<file path="src/rtl/if_id_if.sv">
// Fetch/decode-side bundle of the IF/ID stage: fetch inputs, ID/EX hazard
// inputs, and the pipeline register plus hazard controls driven back out.
interface if_id_if #(
    parameter int unsigned PC_W    = 64,
    parameter int unsigned INSTR_W = 32,
    parameter int unsigned CNT_W   = 16
);
    logic [PC_W-1:0]    pc_in;
    logic [INSTR_W-1:0] instr_in;
    logic               pc_src;
    logic               id_ex_mem_read;
    logic [4:0]         id_ex_rd;
    logic [PC_W-1:0]    if_id_pc;
    logic [INSTR_W-1:0] if_id_instr;
    logic               if_id_valid;
    logic               pc_write;
    logic               ctrl_bubble;
    logic [CNT_W-1:0]   stall_count;

    modport master (
        output pc_in, instr_in, pc_src, id_ex_mem_read, id_ex_rd,
        input  if_id_pc, if_id_instr, if_id_valid, pc_write, ctrl_bubble, stall_count
    );

    modport slave (
        input  pc_in, instr_in, pc_src, id_ex_mem_read, id_ex_rd,
        output if_id_pc, if_id_instr, if_id_valid, pc_write, ctrl_bubble, stall_count
    );
endinterface

</file>
<file path="src/rtl/if_id_stage.sv">
// IF/ID pipeline register with load-use hazard detection, branch flush,
// a one-cycle stall FSM and a saturating stall counter.
module if_id_stage #(
    parameter int unsigned PC_W    = 64,
    parameter int unsigned INSTR_W = 32,
    parameter int unsigned CNT_W   = 16
) (
    input  logic     clk,
    input  logic     rst_n,
    if_id_if.slave   bus
);

    localparam int unsigned REG_W = 5;

    typedef enum logic {RUN = 1'b0, STALL = 1'b1} state_t;

    state_t             state_q;
    state_t             state_d;
    logic [PC_W-1:0]    pc_q;
    logic [INSTR_W-1:0] instr_q;
    logic               valid_q;
    logic [CNT_W-1:0]   cnt_q;

    logic [REG_W-1:0]   src1;
    logic [REG_W-1:0]   src2;
    logic               is_stur;
    logic               is_cbz;
    logic               is_b;
    logic               hazard;
    logic               stall;
    logic               pc_write;
    logic               ctrl_bubble;

    // Source-register decode of the instruction held in IF/ID
    always_comb begin
        is_stur = (instr_q[31:21] == 11'b11111000000);
        is_cbz  = (instr_q[31:24] == 8'b10110100);
        is_b    = (instr_q[31:26] == 6'b000101);
        src1    = instr_q[9:5];
        src2    = (is_stur || is_cbz) ? instr_q[4:0] : instr_q[20:16];
        hazard  = valid_q && bus.id_ex_mem_read && !is_b
                  && (bus.id_ex_rd != REG_W'(31))
                  && ((bus.id_ex_rd == src1) || (bus.id_ex_rd == src2));
    end

    always_ff @(posedge clk or negedge rst_n) begin
        if (!rst_n) state_q <= RUN;
        else        state_q <= state_d;
    end

    // A flush always lands in RUN; a stall lasts exactly one cycle
    always_comb begin
        state_d = state_q;
        case (state_q)
            RUN:     if (stall && !bus.pc_src) state_d = STALL;
            STALL:   state_d = RUN;
            default: state_d = RUN;
        endcase
    end

    // Load has already advanced out of ID/EX while in STALL, so no re-detect
    always_comb begin
        stall       = 1'b0;
        pc_write    = 1'b1;
        ctrl_bubble = 1'b0;
        if (state_q == RUN) stall = hazard;
        pc_write    = !stall;
        // Decode sees no bubble request while the stage is held in reset
        ctrl_bubble = rst_n && (stall || !valid_q);
    end

    always_ff @(posedge clk or negedge rst_n) begin
        if (!rst_n) begin
            pc_q    <= '0;
            instr_q <= '0;
            valid_q <= 1'b0;
        end else if (bus.pc_src) begin
            pc_q    <= bus.pc_in;
            instr_q <= '0;
            valid_q <= 1'b0;
        end else if (!stall) begin
            pc_q    <= bus.pc_in;
            instr_q <= bus.instr_in;
            valid_q <= 1'b1;
        end
    end

    always_ff @(posedge clk or negedge rst_n) begin
        if (!rst_n) begin
            cnt_q <= '0;
        end else if (stall && !bus.pc_src && (cnt_q != {CNT_W{1'b1}})) begin
            cnt_q <= cnt_q + CNT_W'(1);
        end
    end

    assign bus.if_id_pc    = pc_q;
    assign bus.if_id_instr = instr_q;
    assign bus.if_id_valid = valid_q;
    assign bus.pc_write    = pc_write;
    assign bus.ctrl_bubble = ctrl_bubble;
    assign bus.stall_count = cnt_q;

endmodule
</file>
<file path="src/flat_wrapper.sv">
// flat-port wrapper written by rule: the top's interface ports become plain ports
module if_id_stage_flat 
#(
    parameter int unsigned PC_W    = 64,
    parameter int unsigned INSTR_W = 32,
    parameter int unsigned CNT_W   = 16
)
  (clk, rst_n, bus_pc_in, bus_instr_in, bus_pc_src, bus_id_ex_mem_read, bus_id_ex_rd, bus_if_id_pc, bus_if_id_instr, bus_if_id_valid, bus_pc_write, bus_ctrl_bubble, bus_stall_count);
  if_id_if #(.PC_W(PC_W), .INSTR_W(INSTR_W), .CNT_W(CNT_W)) bus_i ();
  input  logic clk;
  input  logic rst_n;
  input wire logic [$bits(bus_i.pc_in)-1:0] bus_pc_in;
  input wire logic [$bits(bus_i.instr_in)-1:0] bus_instr_in;
  input wire logic [$bits(bus_i.pc_src)-1:0] bus_pc_src;
  input wire logic [$bits(bus_i.id_ex_mem_read)-1:0] bus_id_ex_mem_read;
  input wire logic [$bits(bus_i.id_ex_rd)-1:0] bus_id_ex_rd;
  output wire logic [$bits(bus_i.if_id_pc)-1:0] bus_if_id_pc;
  output wire logic [$bits(bus_i.if_id_instr)-1:0] bus_if_id_instr;
  output wire logic [$bits(bus_i.if_id_valid)-1:0] bus_if_id_valid;
  output wire logic [$bits(bus_i.pc_write)-1:0] bus_pc_write;
  output wire logic [$bits(bus_i.ctrl_bubble)-1:0] bus_ctrl_bubble;
  output wire logic [$bits(bus_i.stall_count)-1:0] bus_stall_count;
  assign bus_i.pc_in = bus_pc_in;
  assign bus_i.instr_in = bus_instr_in;
  assign bus_i.pc_src = bus_pc_src;
  assign bus_i.id_ex_mem_read = bus_id_ex_mem_read;
  assign bus_i.id_ex_rd = bus_id_ex_rd;
  assign bus_if_id_pc = bus_i.if_id_pc;
  assign bus_if_id_instr = bus_i.if_id_instr;
  assign bus_if_id_valid = bus_i.if_id_valid;
  assign bus_pc_write = bus_i.pc_write;
  assign bus_ctrl_bubble = bus_i.ctrl_bubble;
  assign bus_stall_count = bus_i.stall_count;
  if_id_stage #(.PC_W(PC_W), .INSTR_W(INSTR_W), .CNT_W(CNT_W)) u_core (.clk(clk), .rst_n(rst_n), .bus(bus_i));
endmodule
</file>
<file path="config.mk">
export PLATFORM = sky130hd
export DESIGN_NAME = if_id_stage_flat
export DESIGN_NICKNAME = d
export VERILOG_FILES = /design/src/rtl/if_id_if.sv /design/src/rtl/if_id_stage.sv /design/src/flat_wrapper.sv
export SDC_FILE = /design/constraint.sdc
export NUM_CORES = 1
export LEC_CHECK = 0
export CORE_MARGIN = 4
export CORE_UTILIZATION = 46
export CTS_BUF_LIST = sky130_fd_sc_hd__clkbuf_4
export CTS_CLUSTER_DIAMETER = 60
export DETAILED_ROUTE_END_ITERATION = 6
export PLACE_DENSITY = 0.95
export SLEW_MARGIN = 25
export SYNTH_ARGS = -nofsm -noshare
export SYNTH_HDL_FRONTEND = slang
export SYNTH_SLANG_ARGS = --single-unit
</file>
<file path="constraint.sdc">
create_clock -name clk -period 6.2 [get_ports clk]
set_input_delay 1.86 -clock clk [delete_from_list [all_inputs] [get_ports clk]]
set_output_delay 1.86 -clock clk [all_outputs]
set_load 0.05 [all_outputs]
</file>
==> results_dict.tcl <==
set metrics [dict create \
    outcome "finished, final reports clean" \
    syn_to_final_growth_pct 55.0 \
    hold_path_class "register to register" \
    ys_seq_area_share_pct 58.9 \
    cts_buffer_depth 2 \
    ant_nets 0 \
    cts_sinks 114 \
    ctsRootBufferMaster "clkbuf_4" \
    synth-main-ff-cell "dfrtp_1" \
    drc 0 \
    crit_path_end_kind "output pin" \
    yosys-top-cells-count "dfrtp_1 (114), mux2_2 (59), nor2_1 (40), mux2i_1 (32), xnor2_1 (25)" \
    async_flop_share_pct 100 \
    io_pins 220 \
    power_mw 1.84 \
    min_period_ns 5.75 \
    num_rows 37 \
    drt_iter0_drc 121 \
    gp_congestion 0.869 \
    die_area_sq_mm 0.0122 \
    preCtsSetupSlack_ns 0.461 \
    hold_viol_final 0 \
    grt_use_total_pct 21.0 \
    drv_slew 0 \
    grt_pass1_wl_um 20500 \
    critPathRequiredTime_ns 4.34 \
    slew_headroom_pct 48.5 \
    hpwl_um 9630 \
    diodes 0 \
    crit_path_max_fanout 4 \
    grt_pass1_vias 3944 \
    setup_viol 0 \
    vias 3746 \
    avgSynthCellArea_sq_um 13.3 \
    grt_max_degree 87 \
    die_y_um 111 \
    syn_inst 364 \
    nNetsFinal 695 \
    postCtsSetupBuffers 0 \
    cts_buffers 17 \
    finalCritPeriodShare_pct 92.7 \
    peakVddDrop_mv 0.175 \
    cap_violations 0 \
    critPathKind "input port to output pin" \
    startpoint_type "input port" \
    die-width_um 111 \
    setup_ws_ns 0.450 \
    drt_wl_total_um 12900 \
    rsz0062_at_grt "no" \
    cts_resized 0 \
    synth_area_sq_mm 0.00485 \
    tightest_slew_ns 0.772 \
    max_freq_mhz 174 \
    yosysTopAreaCellShare_pct 58.9 \
    ys_types 38 \
    power.leakage_nw 3.02 \
    syn_nets 470 \
    critPathMaxStageDelay_ns 0.46 \
    start_util_pct 47.2 \
    grt.overflow.total 0 \
    antenna_found_initial 0 \
    synth_largest_area_cell "dfrtp_1" \
    slowest_stage "clkdlybuf4s50_1" \
    synth.most_common_cell "dfrtp_1" \
    coreArea_sq_mm 0.0103 \
    synthTopCellsByArea "dfrtp_1 (59%), mux2_2 (14%), mux2i_1 (6.6%), xnor2_1 (4.5%), nor2_1 (3.1%)" \
    yosysWarningCount 0 \
    synth-edff-count 0 \
    numPortBuffers 219 \
    synth_seq_cells 114 \
    insertion_delay_ns 0.51 \
    wl_per_cell_um 17.4 \
    postCtsHoldBufs 0 \
    firstDrtPassIters 4 \
    viasPerCell 5.08 \
    fin_worst_skew_ns 0.0152 \
    h-tree-depth 4 \
    path_cells "clkdlybuf4s50_1 -> nand3b_1 -> a31oi_2 -> o21ai_2 -> or3_1 -> o31ai_4 -> inv_1 -> a21boi_0 -> buf_12" \
    tns_ns 0 \
    path_clk_slew_ns 0.10 \
    arrival_ns 3.89 \
    drive_gt1_share_pct 17.0 \
    powerDensity_mw_per_mm2 245 \
    cts_tree "yes" \
]
## path summary, 6_finish.rpt
path,cells past startpoint,from,endpoint,slack (ns)
hold / removal,1,u_core.bus.if_id_pc[49],u_core.bus.if_id_pc[49],0.50
max in group asynchronous,2,rst_n,u_core.bus.if_id_instr[19],3.85
setup reg to reg,8,u_core.bus.if_id_instr[26],u_core.bus.stall_count[1],3.46
hold reg to reg,1,u_core.bus.if_id_pc[49],u_core.bus.if_id_pc[49],0.50
setup / recovery,9,bus_id_ex_mem_read,bus_ctrl_bubble,0.45
min in group asynchronous,1,rst_n,u_core.bus.if_id_instr[22],1.26
## layer usage
metal | wire, um | vias to the layer above | GRT usage (%)
met3 | 1080 | 31 | 7.95
met4 | 353 | 0 | 8.87
met5 | 0 | - | 0
met1 | 4620 | 1836 | 22.4
li1 | - | 1726 | -
met2 | 6790 | 153 | 37.2
## metrics by stage
step / std cells / cell area (sq um) / hold slack [ns] / util (%)
floorplan: 364 / 4850 / 0.796 / -
global placement: 706 / 7170 / 0.474 / 69.7
detailed placement: 706 / 7170 / 0.482 / 69.7
CTS: 737 / 7510 / 0.505 / 73.1
global route: 737 / 7510 / 0.518 / 73.1
finish: 737 / 7510 / 0.500 / 73.1
## area by class of cell
class / count / area, sq um
inverters: 3 / 11.3
clock inverters: 14 / 214
well taps: 136 / 170
multi-input cells: 230 / 1890
flip-flops and latches: 114 / 2850
repair buffers: 223 / 2240
clock buffers: 17 / 128
fillers: 709 / 2760
## sequential cells by signal (all words and copies together) (netlist names)
name                    flops
u_core.bus.if_id_pc        64
u_core.bus.if_id_instr     32
u_core.bus.stall_count     16
u_core.bus.if_id_valid      1
u_core.state_q              1
## critical path: cells and delay by family
family | cells | cell delay [ns]
AOI/OAI and AO/OA | 4 | 0.75
and+or+nand+nor | 2 | 0.53
buffers and inverters | 3 | 0.76
## cells by family after synthesis
kind of cell / count (synthesis) / synth area share, %
muxes: 99 / 22.2
DFF: 114 / 58.9
AOI/OAI and AO/OA: 10 / 1.73
xor gates and xnor gates: 26 / 4.70
and+or+nand+nor: 94 / 9.71
buffers and inverters: 20 / 2.56
adders and majority gates: 1 / 0.258
## power by group
part / internal [mW] / switching, mW / leakage (nW) / total [mW]
Combinational: 0.163 / 0.221 / 1.45 / 0.384
Clock: 0.357 / 0.289 / 0.163 / 0.645
Sequential: 0.782 / 0.0296 / 1.41 / 0.812
## placed cells by master, fill, tap and decap left out, types with 2 or more instances in the layout
master,Yosys,final
mux2_2,59,59
or3_1,3,3
buf_4,3,4
clkdlybuf4s50_1,0,216
xnor2_1,25,25
a21oi_1,2,2
buf_12,0,2
mux2i_1,32,32
clkinvlp_4,0,5
nor2b_1,4,4
nand3_1,11,11
inv_1,3,3
dfrtp_1,114,114
clkbuf_4,0,17
nor3_1,5,5
nand4_1,7,7
bufinv_16,0,5
nand2_1,10,10
mux2_1,8,8
nor2_1,40,40
clkinv_4,0,2
and3_1,5,5
Note: power is estimated with default switching activity, not from simulation.
